==> config.mk <==
export PLATFORM = sky130hd
export DESIGN_NAME = kmeans_apb_master
export DESIGN_NICKNAME = d
export VERILOG_FILES = /design/src/rtl/kmeans_apb_pkg.sv /design/src/rtl/kmeans_cmd_fifo.sv /design/src/rtl/kmeans_apb_master.sv
export SDC_FILE = /design/constraint.sdc
export NUM_CORES = 1
export LEC_CHECK = 0
export CORE_MARGIN = 3
export CORE_UTILIZATION = 54
export CTS_BUF_LIST = sky130_fd_sc_hd__clkbuf_16
export DETAILED_ROUTE_END_ITERATION = 10
export DONT_BUFFER_PORTS = 1
export PLACE_DENSITY = 0.68
export SLEW_MARGIN = 20
export SYNTH_ARGS = -nofsm -noshare
export SYNTH_HDL_FRONTEND = slang
export SYNTH_HIERARCHICAL = 1
export SYNTH_SLANG_ARGS = --single-unit
==> constraint.sdc <==
create_clock -name clk -period 17.9 [get_ports clk]
set_input_delay 1.79 -clock clk [delete_from_list [all_inputs] [get_ports clk]]
set_output_delay 1.79 -clock clk [all_outputs]
set_load 0.01 [all_outputs]
==> src/rtl/kmeans_apb_pkg.sv <==
// rtl/kmeans_apb_pkg.sv - shared types for the K-means APB requester
package kmeans_apb_pkg;

  localparam int ADDR_W = 9;
  localparam int DATA_W = 91;

  typedef enum logic [3:0] {
    internal_status = 4'd0,
    GO              = 4'd1,
    cent_1          = 4'd2,
    cent_2          = 4'd3,
    cent_3          = 4'd4,
    cent_4          = 4'd5,
    cent_5          = 4'd6,
    cent_6          = 4'd7,
    cent_7          = 4'd8,
    cent_8          = 4'd9,
    ram_addr        = 4'd10,
    ram_data        = 4'd11,
    first_ram_addr  = 4'd12,
    last_ram_addr   = 4'd13,
    threshold       = 4'd14
  } kmeans_reg_e;

  typedef enum logic [1:0] {
    ST_IDLE   = 2'd0,
    ST_SETUP  = 2'd1,
    ST_ACCESS = 2'd2
  } apb_state_e;

  typedef struct packed {
    logic              write;
    logic [ADDR_W-1:0] addr;
    logic [DATA_W-1:0] wdata;
  } apb_cmd_t;

endpackage

==> src/rtl/kmeans_cmd_fifo.sv <==
// rtl/kmeans_cmd_fifo.sv - command FIFO with registered occupancy and ready flag
module kmeans_cmd_fifo
  import kmeans_apb_pkg::*;
#(
  parameter int  DEPTH = 4,
  parameter type T     = apb_cmd_t
) (
  input  logic clk,
  input  logic rst,
  input  logic push_i,
  input  T     push_data_i,
  input  logic pop_i,
  output T     pop_data_o,
  output logic empty_o,
  output logic ready_o
);

  localparam int PW = $clog2(DEPTH);
  localparam int CW = $clog2(DEPTH + 1);

  T              mem_q [DEPTH];
  logic [PW-1:0] wr_ptr_q, rd_ptr_q;
  logic [CW-1:0] count_q, count_d;
  logic          ready_q;
  logic          full, do_push, do_pop;

  assign full    = (count_q == CW'(DEPTH));
  assign empty_o = (count_q == '0);
  assign do_push = push_i && !full;
  assign do_pop  = pop_i && !empty_o;
  assign pop_data_o = mem_q[rd_ptr_q];
  assign ready_o = ready_q;

  always_comb begin
    count_d = count_q;
    if (do_push && !do_pop) begin
      count_d = count_q + 1'b1;
    end else if (!do_push && do_pop) begin
      count_d = count_q - 1'b1;
    end
  end

  always_ff @(posedge clk) begin
    if (do_push) begin
      mem_q[wr_ptr_q] <= push_data_i;
    end
  end

  // ready is a register so it stays low for one edge after reset release
  always_ff @(posedge clk or posedge rst) begin
    if (rst) begin
      wr_ptr_q <= '0;
      rd_ptr_q <= '0;
      count_q  <= '0;
      ready_q  <= 1'b0;
    end else begin
      if (do_push) wr_ptr_q <= wr_ptr_q + 1'b1;
      if (do_pop)  rd_ptr_q <= rd_ptr_q + 1'b1;
      count_q <= count_d;
      ready_q <= (count_d != CW'(DEPTH));
    end
  end

endmodule

==> src/rtl/kmeans_apb_master.sv <==
// rtl/kmeans_apb_master.sv - queued APB requester for the K-means register file
module kmeans_apb_master
  import kmeans_apb_pkg::*;
#(
  parameter int addrWidth      = 9,
  parameter int dataWidth      = 91,
  parameter int FIFO_DEPTH     = 4,
  parameter int TIMEOUT_CYCLES = 64
) (
  input  logic                 clk,
  input  logic                 rst,
  input  logic                 cmd_valid,
  output logic                 cmd_ready,
  input  logic                 cmd_write,
  input  logic [addrWidth-1:0] cmd_addr,
  input  logic [dataWidth-1:0] cmd_wdata,
  output logic                 rsp_valid,
  output logic                 rsp_write,
  output logic [addrWidth-1:0] rsp_addr,
  output logic [dataWidth-1:0] rsp_rdata,
  output logic                 rsp_err,
  output logic                 busy,
  output logic [addrWidth-1:0] paddr,
  output logic                 pwrite,
  output logic                 psel,
  output logic                 penable,
  output logic [dataWidth-1:0] pwdata,
  input  logic [dataWidth-1:0] prdata,
  input  logic                 pready
);

  localparam int TW = $clog2(TIMEOUT_CYCLES + 1);

  typedef struct packed {
    logic                 write;
    logic [addrWidth-1:0] addr;
    logic [dataWidth-1:0] wdata;
  } cmd_t;

  apb_state_e           state_q, state_d;
  cmd_t                 push_cmd, head;
  logic                 fifo_empty, fifo_pop;
  logic [TW-1:0]        tcnt_q, tcnt_d;
  logic                 psel_q, psel_d, penable_q, penable_d;
  logic                 pwrite_q, pwrite_d;
  logic [addrWidth-1:0] paddr_q, paddr_d;
  logic [dataWidth-1:0] pwdata_q, pwdata_d;
  logic                 rsp_valid_q, rsp_valid_d, rsp_write_q, rsp_write_d;
  logic                 rsp_err_q, rsp_err_d;
  logic [addrWidth-1:0] rsp_addr_q, rsp_addr_d;
  logic [dataWidth-1:0] rsp_rdata_q, rsp_rdata_d;

  assign push_cmd = {cmd_write, cmd_addr, cmd_wdata};

  kmeans_cmd_fifo #(
    .DEPTH (FIFO_DEPTH),
    .T     (cmd_t)
  ) u_fifo (
    .clk         (clk),
    .rst         (rst),
    .push_i      (cmd_valid && cmd_ready),
    .push_data_i (push_cmd),
    .pop_i       (fifo_pop),
    .pop_data_o  (head),
    .empty_o     (fifo_empty),
    .ready_o     (cmd_ready)
  );

  always_comb begin
    state_d     = state_q;
    tcnt_d      = tcnt_q;
    psel_d      = psel_q;
    penable_d   = penable_q;
    paddr_d     = paddr_q;
    pwrite_d    = pwrite_q;
    pwdata_d    = pwdata_q;
    rsp_valid_d = 1'b0;
    rsp_write_d = rsp_write_q;
    rsp_addr_d  = rsp_addr_q;
    rsp_rdata_d = rsp_rdata_q;
    rsp_err_d   = rsp_err_q;
    fifo_pop    = 1'b0;
    case (state_q)
      ST_IDLE: begin
        if (!fifo_empty) begin
          fifo_pop = 1'b1;
          state_d  = ST_SETUP;
          psel_d   = 1'b1;
          paddr_d  = head.addr;
          pwrite_d = head.write;
          pwdata_d = head.write ? head.wdata : '0;
        end
      end
      ST_SETUP: begin
        state_d   = ST_ACCESS;
        penable_d = 1'b1;
        tcnt_d    = '0;
      end
      ST_ACCESS: begin
        // pready wins over the timeout when both land on the last allowed cycle
        if (pready || tcnt_q == TW'(TIMEOUT_CYCLES - 1)) begin
          state_d     = ST_IDLE;
          psel_d      = 1'b0;
          penable_d   = 1'b0;
          rsp_valid_d = 1'b1;
          rsp_write_d = pwrite_q;
          rsp_addr_d  = paddr_q;
          rsp_err_d   = !pready;
          rsp_rdata_d = (pready && !pwrite_q) ? prdata : '0;
        end else begin
          tcnt_d = tcnt_q + 1'b1;
        end
      end
      default: state_d = ST_IDLE;
    endcase
  end

  always_ff @(posedge clk or posedge rst) begin
    if (rst) begin
      state_q     <= ST_IDLE;
      tcnt_q      <= '0;
      psel_q      <= 1'b0;
      penable_q   <= 1'b0;
      paddr_q     <= '0;
      pwrite_q    <= 1'b0;
      pwdata_q    <= '0;
      rsp_valid_q <= 1'b0;
      rsp_write_q <= 1'b0;
      rsp_addr_q  <= '0;
      rsp_rdata_q <= '0;
      rsp_err_q   <= 1'b0;
    end else begin
      state_q     <= state_d;
      tcnt_q      <= tcnt_d;
      psel_q      <= psel_d;
      penable_q   <= penable_d;
      paddr_q     <= paddr_d;
      pwrite_q    <= pwrite_d;
      pwdata_q    <= pwdata_d;
      rsp_valid_q <= rsp_valid_d;
      rsp_write_q <= rsp_write_d;
      rsp_addr_q  <= rsp_addr_d;
      rsp_rdata_q <= rsp_rdata_d;
      rsp_err_q   <= rsp_err_d;
    end
  end

  assign busy      = !fifo_empty || (state_q != ST_IDLE);
  assign psel      = psel_q;
  assign penable   = penable_q;
  assign paddr     = paddr_q;
  assign pwrite    = pwrite_q;
  assign pwdata    = pwdata_q;
  assign rsp_valid = rsp_valid_q;
  assign rsp_write = rsp_write_q;
  assign rsp_addr  = rsp_addr_q;
  assign rsp_rdata = rsp_rdata_q;
  assign rsp_err   = rsp_err_q;

endmodule
==> results by group <==
Placement
  • GPL Wtd Cong: 0.8733
  • Cells after DPL: 1827
  • Port bufs: 0
  • Post-DP HPWL: 34050 microns

Critical path
  • Max FO, Critical Path: 61
  • CP endpoint kind: register
  • Reg2reg setup slack: 14.54 ns
  • CP Data Arrival Time: 3.90 ns
  • CP Launch Type: primary input
  • CP required: 18.12 ns
  • Critical path class: primary input to register

STA
  • RSZ-0062 raised after global routing: no
  • Clock skew: 0.02139 ns
  • Final hold slack: 0.4975 ns
  • Final Cycle Share: 20.56%
  • Fmax: 0.2717 GHz
  • Max Slew Vio Count: 0
  • Setup TNS: 0 ns
  • Relative slew slack: 33.91%
  • Final hold vios: 0
  • # setup viols final: 0
  • Tightest Pin Transition: 0.9913 ns
  • Fin crit period: 3.680 ns

Job
  • Maxcap violations: 0

CTS
  • CTS max path bufs: 3
  • CTS Sinks: 627
  • Clk root buf: clkbuf_16
  • CTS tree: yes
  • Setup Fix Bufs, Post-CTS: 0
  • TritonCTS buffer count: 60
  • Worst-skew pair later-pin latency: 0.61 ns
  • Clock edge transition at the registers on the reported setup and hold paths: 0.06 ns
  • # H-tree levels: 2
  • Post-CTS sizing: 0
  • CTS Hold Bufs: 0

Synthesis
  • Yosys cell types: 51
  • Post-synthesis sequential area ratio: 75.43%
  • Synthesis-stage register bit count: 627
  • Yosys warnings: 6
  • Synth Flop Type: edfxtp_1
  • Syn_area_per_cell: 17.84 sq um
  • Post-Synthesis Cells: 1316
  • Net count after synthesis: 1520
  • Synth async-reset ratio: 35.57%
  • Post-synth EDFFs: 404
  • Mapped Area: 0.02348 sq mm

Global routing
  • Initial antenna violation count: 7
  • Vias in the first global route: 12143
  • Global-route wire length before repair: 80320 microns
  • Grt ovf: 0
  • GRT Total Usage: 23.29%
  • Largest net degree at the start of global routing: 134

Drt
  • Remaining DRCs: 0
  • Via density: 6.014
  • Pre-antenna DRT Iters: 5
  • Avg WL per Cell: 27.51 microns
  • Iteration-0 DRC Markers: 1045
  • Antenna viol nets, final: 0
  • WL final: 53450 microns
  • Vias: 11685

Die
  • Starting density of the core: 55.36%
  • Io pins: 404
  • FP Rows: 75
  • Die H: 214.5 microns
  • Die span in x: 214.5 microns
  • Core Footprint: 0.04242 sq mm
  • DIE AREA: 0.04603 sq mm

Power
  • P_leak: 9.882 nW
  • Pwr dens: 184.9 mW/mm^2
  • Maximum vdd drop: 0.1483 mV

Finish
  • Filler cell count: 3024
  • Final #Nets: 1516
  • Area growth syn-to-layout: 10.08%
  • Commonest non-fill, non-tap cell in the layout: edfxtp_1
  • Layout Cells excl Fill: 1943
  • Final core occ: 60.94%
  • Proportion of layout cells with a drive suffix above 1: 17.71%
  • Commonest non-fill, non-tap cells in the layout: edfxtp_1 (404), nand2_1 (224), dfrtp_1 (221)

Outcome
  • Status: completed

Min path
  • Hold Path Class: register to register
path summary, 6_finish.rpt:
check / startpoint / end / cells after the start
min reg2reg: tcnt_q[6]$_DFFE_PP0P_ / tcnt_q[6]$_DFFE_PP0P_ / 2
max in group asynchronous: rst / pwdata[65]$_DFFE_PP0P_ / 2
max reg2reg: u_fifo/count_q[0]$_DFF_PP0_ / pwdata[86]$_DFFE_PP0P_ / 9
min: tcnt_q[6]$_DFFE_PP0P_ / tcnt_q[6]$_DFFE_PP0P_ / 2
max: cmd_valid / u_fifo/mem_q[2][37]$_DFFE_PP_ / 4
min in group asynchronous: rst / u_fifo/ready_o$_DFF_PP0_ / 1
sequential cells by signal, summed over array words and instances, names as in the netlist, 3 cells and up:
register / count
u_fifo/mem_q: 404
pwdata: 91
rsp_rdata: 91
paddr: 9
rsp_addr: 9
tcnt_q: 7
u_fifo/count_q: 3
Yosys cell counts (all sizes together) (2+ instances only):
cell,n,area (sq um)
nand2b,5,38.78
clkbuf,10,37.54
dfrtp,223,5580
nand3,97,485.5
inv,14,52.55
mux4,101,2275
a31oi,2,12.51
ha,8,100.1
o21ai,5,28.78
and2,6,37.54
a22o,91,797.0
a21oi,2,10.01
nor2,11,51.30
buf,69,591.8
mux2,10,112.6
nand2,224,840.8
nor3,2,10.01
a21boi,2,37.54
mux2i,2,20.02
edfxtp,404,12130
o2bb2ai,2,23.77
a32oi,2,17.52
xnor2,4,35.03
or3,2,17.52
o211ai,3,22.52
logic make-up (layout without fill, tap and decap cells):
group,Yosys count,count (layout),synth area share [%]
AOI/OAI and AO/OA,116,116,4.289
xor gates and xnor gates,4,4,0.1492
adders and majority gates,8,8,0.4263
buffers and inverters,93,138,2.904
DFF,627,627,75.43
muxes,113,113,10.25
other,0,5,0
and+or+nand+nor,355,355,6.554
area by class of cell:
| cell class | count | area, sq um | share of cell area, % |
|---|---|---|---|
| inverter | 14 | 62.56 | 0.2420 |
| clock buffer | 62 | 1551 | 6.002 |
| clock inverter | 49 | 565.5 | 2.188 |
| antenna | 5 | 12.51 | 0.04841 |
| tap | 577 | 721.9 | 2.793 |
| sequential | 627 | 17720 | 68.55 |
| multi-input combinational | 596 | 5114 | 19.78 |
| timing repair buffer | 13 | 101.3 | 0.3921 |
metal layers:
metal,track usage (%),vias up,wire length (microns)
li1,-,5017,-
met1,28.25,6118,19660
met2,40.28,461,27870
met3,6.773,89,4376
met4,8.006,0,1535
met5,0,-,0
power breakdown:
| group | total, mW | internal [mW] | switching, mW | leakage [nW] |
|---|---|---|---|---|
| Sequential | 2.32 | 1.97 | 0.355 | 6.57 |
| Combinational | 1.11 | 0.462 | 0.648 | 2.23 |
| Clock | 1.35 | 0.814 | 0.532 | 1.07 |
critical path: stages:
cell and delay [ns]:
and2_1 0.20, a21boi_4 0.37, and2_4 0.61, buf_4 0.79
through the flow:
stage	power (mW)	instance area (sq um)	setup slack [ns]
6_report	4.779	25850	14.22
5_1_grt	5.018	25850	14.07
4_1_cts	4.844	25830	14.21
3_5_place_dp	3.491	23720	13.57
3_3_place_gp	3.459	23720	13.60
2_1_floorplan	3.208	23480	10.23
Power figures use the tool's default switching activity.
